[src/rtl/lut5_loader.sv]
// 5-input lookup table whose 32-bit truth table can be reloaded serially (LSB first) through a shadow register.
// Optional readback of the active table during a load: define LUT5_LOADER_READBACK_EN to add rb_data.
module lut5_loader #(
  parameter logic [31:0] INIT = 32'hAAAAAAAA
) (
  input  logic       CLK,
  input  logic       RESET,
  input  logic [4:0] I,
  output logic       O,
  input  logic       ld_start,
  input  logic       ld_valid,
  input  logic       ld_data,
  output logic       ld_ready,
  output logic       ld_done,
  output logic       busy
`ifdef LUT5_LOADER_READBACK_EN
  ,
  output logic       rb_data
`endif
);

  typedef enum logic [1:0] {
    IDLE   = 2'd0,
    LOAD   = 2'd1,
    COMMIT = 2'd2
  } state_t;

  state_t      state_q, state_d;
  logic [4:0]  cnt_q, cnt_d;
  logic [31:0] shadow_q, shadow_d;
  logic [31:0] active_q, active_d;
  logic        o_q, o_d;
  logic        accept;

  // A start pulse in LOAD restarts the load, so its companion bit is never taken.
  assign accept = (state_q == LOAD) && ld_valid && !ld_start;

  always_comb begin
    // NOTE: every always_comb output gets a default first so no path leaves it unassigned (no latch).
    state_d  = state_q;
    cnt_d    = cnt_q;
    shadow_d = shadow_q;
    active_d = active_q;
    // The commit edge forwards the shadow so O shows the new table right after COMMIT.
    o_d      = (state_q == COMMIT) ? shadow_q[I] : active_q[I];

    unique case (state_q)
      IDLE: begin
        if (ld_start) begin
          state_d = LOAD;
          cnt_d   = 5'd0;
        end
      end
      LOAD: begin
        if (ld_start) begin
          cnt_d = 5'd0;
        end else if (ld_valid) begin
          shadow_d[cnt_q] = ld_data;
          cnt_d           = cnt_q + 5'd1;
          if (cnt_q == 5'd31) state_d = COMMIT;
        end
      end
      COMMIT: begin
        active_d = shadow_q;
        state_d  = IDLE;
      end
      default: state_d = IDLE;
    endcase
  end

  always_ff @(posedge CLK) begin
    // NOTE: sequential state uses non-blocking assignments so all flops update together at the edge.
    if (RESET) begin
      state_q  <= IDLE;
      cnt_q    <= 5'd0;
      // NOTE: the shadow and table are plain registers, so they take a reset value like any flop.
      shadow_q <= 32'd0;
      active_q <= INIT;
      o_q      <= 1'b0;
    end else begin
      state_q  <= state_d;
      cnt_q    <= cnt_d;
      shadow_q <= shadow_d;
      active_q <= active_d;
      o_q      <= o_d;
    end
  end

  assign O        = o_q;
  assign ld_ready = (state_q == LOAD);
  assign ld_done  = (state_q == COMMIT);
  assign busy     = (state_q != IDLE);

`ifdef LUT5_LOADER_READBACK_EN
  assign rb_data = accept ? active_q[cnt_q] : 1'b0;
`endif

endmodule

[config.mk]
export PLATFORM = sky130hd
export DESIGN_NAME = lut5_loader
export DESIGN_NICKNAME = d
export VERILOG_FILES = /design/src/rtl/lut5_loader.sv
export SDC_FILE = /design/constraint.sdc
export NUM_CORES = 1
export LEC_CHECK = 0
export ABC_CLOCK_PERIOD_IN_PS = 4300
export CAP_MARGIN = 40
export CORE_MARGIN = 1.5
export CORE_UTILIZATION = 65
export CTS_CLUSTER_DIAMETER = 80
export DETAILED_ROUTE_END_ITERATION = 10
export HOLD_SLACK_MARGIN = 0.1
export PLACE_DENSITY = 0.84
export SETUP_SLACK_MARGIN = 0.02
export SYNTH_ARGS = -nofsm -noshare
export SYNTH_HDL_FRONTEND = slang
export SYNTH_SLANG_ARGS = --single-unit
[constraint.sdc]
create_clock -name CLK -period 4.3 [get_ports CLK]
set_clock_uncertainty 0.1 [all_clocks]
set_input_delay 1.075 -clock CLK [delete_from_list [all_inputs] [get_ports CLK]]
set_output_delay 1.075 -clock CLK [all_outputs]
set_load 0.005 [all_outputs]
### Word level (Yosys, flattened, before mapping)

Index checks and enable logic that the tools add are counted.

| word-level totals | value |
|---|---|
| register bits | 72 |
| input port bits | 10 |
| output and inout bits | 4 |
| logic and storage cells | 42 |

| operators by class | value |
|---|---|
| $add $sub $neg | 1 |
| order comparisons | 3 |
| equal/unequal tests | 8 |
| multiplexer cells | 17 |
| bitwise logic cells | 1 |
| reductions and logical operators | 7 |

Operators with widths:

| cell | number |
|---|---|
| $bwmux 32 | 1 |
| $mux 5 | 3 |
| $lt 5x6->1 const B | 2 |
| $bmux 1 s5 | 2 |
| $pmux 5 s2 | 1 |
| $mux 2 | 4 |
| $ne 2x2->1 const B | 3 |
| $reduce_and 3->1 | 2 |
| $add 5x1->5 const B | 1 |
| $demux 1 s5 | 1 |
| $eq 5x5->1 const B | 1 |
| $ge 5x1->1 const B | 1 |
| $mux 1 | 4 |
| $pmux 2 s2 | 1 |
| $reduce_and 4->1 | 1 |
| $reduce_bool 2->1 | 2 |
| $ne 3x3->1 const B | 1 |
| $eq 2x1->1 const B | 1 |
| $eq 2x2->1 const B | 1 |
| $logic_not 2->1 | 1 |
| $ne 2x1->1 const B | 1 |
| $logic_and 1x1->1 | 1 |
| $not 1->1 | 1 |

### Logic depth before layout (Yosys ltp)

| logic depth | value |
|---|---|
| depth after elaboration | 5 |
| gate-level depth with buffers | 8 |
| gate-level depth less buffers | 6 |

### Least setup slack after synthesis

No wires, ideal clock.

| timing path | value |
|---|---|
| path type | input -> register |
| start point | in I[1] |
| end point | reg o_q (netlist: O) |
| library setup time | 0.131 ns |
| data arrival time | 2.344 ns |
| data required time | 4.069 ns |
| slack | 1.725 ns |
| cell stages on the path | 5 |
| path buffers | 1 |
| cells stage by stage | buf_6 -> mux4_1 -> mux4_2 -> nor2b_1 -> o32ai_1 |

| between the ends | value |
|---|---|
| cells in the longest elaborated chain, start to end | 3 |
| elaborated cells on any way between the ends | 5 |
| classes of those cells | mux: 5 |

RTL lines:

| what | line | RTL |
|---|---|---|
| start: declaration | 8 | `input logic [4:0] I,` |
| $bmux 1 s5 | 45 | `o_d = (state_q == COMMIT) ? shadow_q[I] : active_q[I];` |
| $mux 1 (not written as such) | 45 |  |
| $mux 1 * | 45 |  |
| end signal: assignment | 79 | `o_q <= 1'b0;` |
| end signal: assignment | 85 | `o_q <= o_d;` |
| end: declaration | 32 | `logic o_q, o_d;` |

Mark *: on every way between the ends. The rest lies on a longest branch, timed or not. The select of a mux whose other input is x is not followed.
A chain may end at the register's enable or synchronous reset.

### Worst setup path after layout

| timing path | value |
|---|---|
| start point | in I[0] |
| end point | reg o_q (netlist: O) |

Same word-level chain as after synthesis.

==> flow_summary.yaml <==
grt:
  antenna_found_initial: 0
  grt_pass1_wl_um: 12800
  grt_max_degree: 51
  grt_usage: 0.279
  grt_pass1_vias: 2679
  overflow: 0
worst_setup_path:
  required_ns: 4.41
  cp_cell_sequence: "clkdlybuf4s50_1, mux4_2, a22oi_1, a31oi_1, a21oi_1, o32ai_1"
  slowest_stage: "clkdlybuf4s50_1"
  critPathKind: "in2reg"
  timing.rr.end: "shadow_q[15]"
  arrival_ns: 3.20
  critPathLaunchType: "input pin"
  rr_worst_depth: 5
  cp_max_fo: 13
  rrSetupSlack_ns: 2.42
  crit_family: "buffers and inverters"
  cp_num_buf_inv: 1
  cp_slowest_stage_delay_ns: 0.88
  endpoint_kind: "flip-flop"
  r2r-start: "state_q[1]"
sta:
  finalCritPeriodShare: 0.719
  setup_viol: 0
  layout_min_cycle_time_ns: 3.09
  hold_viol_final: 0
  max_freq_ghz: 0.324
  rsz0062_at_grt: "no"
  slew_violations: 0
  maxSlewHeadroom: 0.423
  worstMarginPinSlew_ns: 0.864
  setup_tns_ns: 0
clock_network:
  cts_resized: 0
  hold_buffers: 0
  cts_root_buf: "clkbuf_8"
  post_cts.repair.setup_buffers: 0
  clk_latency_ns: 0.35
  clock_sinks: 72
  clkSlewWorstSetupHoldPaths_ns: 0.07
  cts_tree: "done"
  numCtsBuffers: 9
  h-tree-depth: 3
  cts_buffer_depth: 2
synth:
  syn_avg_cell_area_um2: 8.24
  synth_seq_cells: 72
  netlist_area_mm2: 0.00347
  synth_cell_types: 40
  synth-seq-area-share: 0.415
  synth_xor_area_frac: 0
  synth_cells: 421
  muxShareOfSynthArea: 0.127
  post_synth_fa_ha_maj_area_fraction: 0.0180
  synthArstFlopShare: 0
  synth-edff-count: 0
  synth-compound-area-share: 0.104
  synth_top_family_by_area: "simple AND/OR/NAND/NOR gates"
  synthFlopType: "dfxtp_1"
  yosysWarningCount: 0
  synth_fp_nets: 436
  synth_simple_gate_area_share: 0.285
min_path:
  hp-start: "active_q[2]"
  hp-class: "reg2reg"
  hold-path-cell-count: 2
  min_to: "active_q[2]"
final_layout:
  syn_to_final_growth_pct: 8.94
  layout-drive-gt1-share: 0.0813
  finalNetCount: 428
  instances_no_fill: 488
  fill_cells: 404
  diodes: 0
  seq_area_mm2: 0.00144
  multiInputGateArea_mm2: 0.00185
floorplanning:
  dieHeight_um: 76.1
  num_io_pins: 14
  core_mm2: 0.00514
  dieArea_mm2: 0.00579
  start_util: 0.675
  placementRows: 26
  fp.dieW_um: 76.1
flow_run:
  max_cap_violations: 0
place:
  io_buffers: 13
  placedCellCount: 472
  place_congestion: 0.865
  dp_hpwl_um: 4900
status:
  status: "finished clean"
routing:
  drtAntennaViolNets: 0
  drc: 0
  wl_per_cell_um: 15.6
  routed_via_density: 6.07
  first_iter_violations: 290
  drt_wl_total_um: 7610
  vias: 2962
  first_pass_iters: 5
power:
  power_density_mw_per_mm2: 351
  power_leakage_nw: 1.34
  vdd_drop_max_v: 0.000201
## stage by stage
step / utilization / hold WS (ns) / area [µm²] / setup WS [ns] / power (mW)
after floorplan: - / 0.329 / 3470 / 1.73 / 0.730
after global placement: 0.691 / 0.342 / 3550 / 0.891 / 0.748
after detailed placement: 0.694 / 0.345 / 3570 / 0.843 / 0.751
after CTS: 0.735 / 0.355 / 3780 / 1.21 / 1.32
after global routing: 0.735 / 0.378 / 3780 / 1.07 / 1.35
final: 0.735 / 0.358 / 3780 / 1.21 / 1.33
## Yosys cell counts, types with 2 or more instances
| library cell | instances | area, µm² |
|---|---|---|
| nand2_1 | 132 | 495 |
| dfxtp_1 | 72 | 1440 |
| a21oi_1 | 51 | 255 |
| nand3_1 | 31 | 155 |
| clkbuf_1 | 25 | 93.8 |
| nand3b_1 | 17 | 128 |
| mux4_2 | 10 | 225 |
| nor2_1 | 8 | 30.0 |
| buf_2 | 7 | 35.0 |
| and2_1 | 5 | 31.3 |
| ha_1 | 5 | 62.6 |
| mux2i_1 | 5 | 50.1 |
| mux4_1 | 5 | 131 |
| nor2b_1 | 5 | 31.3 |
| inv_1 | 3 | 11.3 |
| mux2_2 | 3 | 33.8 |
| nand2b_1 | 3 | 18.8 |
| nor3_1 | 3 | 15.0 |
| nor3b_1 | 3 | 22.5 |
| a22oi_1 | 2 | 15.0 |
| a31oi_1 | 2 | 12.5 |
| and3_1 | 2 | 12.5 |
| and3b_1 | 2 | 17.5 |
| clkbuf_2 | 2 | 10.0 |
| o211ai_1 | 2 | 15.0 |
| or2_2 | 2 | 12.5 |
## tightest hold or removal path, cell delays in order, from the launching register on
cell and delay [ns]:
dfxtp_1 0.31, nand2_1 0.05, a21oi_1 0.05
## how the worst max path moves through the flow
stage,start,to,cells after the start
detailed placement,I[0],O,6
floorplan,I[1],O,5
global placement,I[0],O,6
global route,I[0],O,6
CTS,I[0],O,6
finish,I[0],O,6
## flip-flops by register name, indices dropped and copies added (netlist names)
signal,cells
active_q,32
shadow_q,32
state_q,2
cnt_q,5
O,1
## layer usage
layer | wire, µm | up-vias | track usage
met5 | 0 | - | 0
li1 | - | 1424 | -
met2 | 3490 | 110 | 0.418
met3 | 523 | 19 | 0.0443
met4 | 175 | 0 | 0.141
met1 | 3420 | 1409 | 0.393
## layout make-up
cell class | count | area share
tap | 70 | 0.0232
clock inverter | 3 | 0.0172
clock buffer | 13 | 0.0394
sequential | 72 | 0.381
inverter | 4 | 0.00397
timing repair buffer | 18 | 0.0450
multi-input combinational | 308 | 0.490
## logic make-up (layout without fill, tap and decap cells)
logic type,count (synthesis),count (layout)
and+or+nand+nor,215,215
DFF,72,72
muxes,23,23
buffers and inverters,41,38
AOI/OAI and AO/OA,65,65
adders and majority gates,5,5
## where the power goes
| group | internal (mW) | switching [mW] |
|---|---|---|
| clock | 0.343 | 0.247 |
| combinational | 0.0301 | 0.0364 |
| sequential | 0.668 | 0.00183 |
## placed cells by master, fill, tap and decap left out, types with 2 or more instances in the layout
cell / n
a21oi_1: 51
a22oi_1: 2
a31oi_1: 2
and2_1: 5
and3_1: 2
and3b_1: 2
buf_4: 4
bufinv_16: 2
clkbuf_1: 3
clkbuf_8: 10
clkdlybuf4s50_1: 12
dfxtp_1: 72
ha_1: 5
inv_1: 3
mux2_2: 3
mux2i_1: 5
mux4_1: 5
mux4_2: 10
nand2_1: 132
nand2b_1: 3
nand3_1: 31
nand3b_1: 17
nor2_1: 8
nor2b_1: 5
nor3_1: 3
nor3b_1: 3
o211ai_1: 2
or2_2: 2
Note: power is estimated with default switching activity, not from simulation.
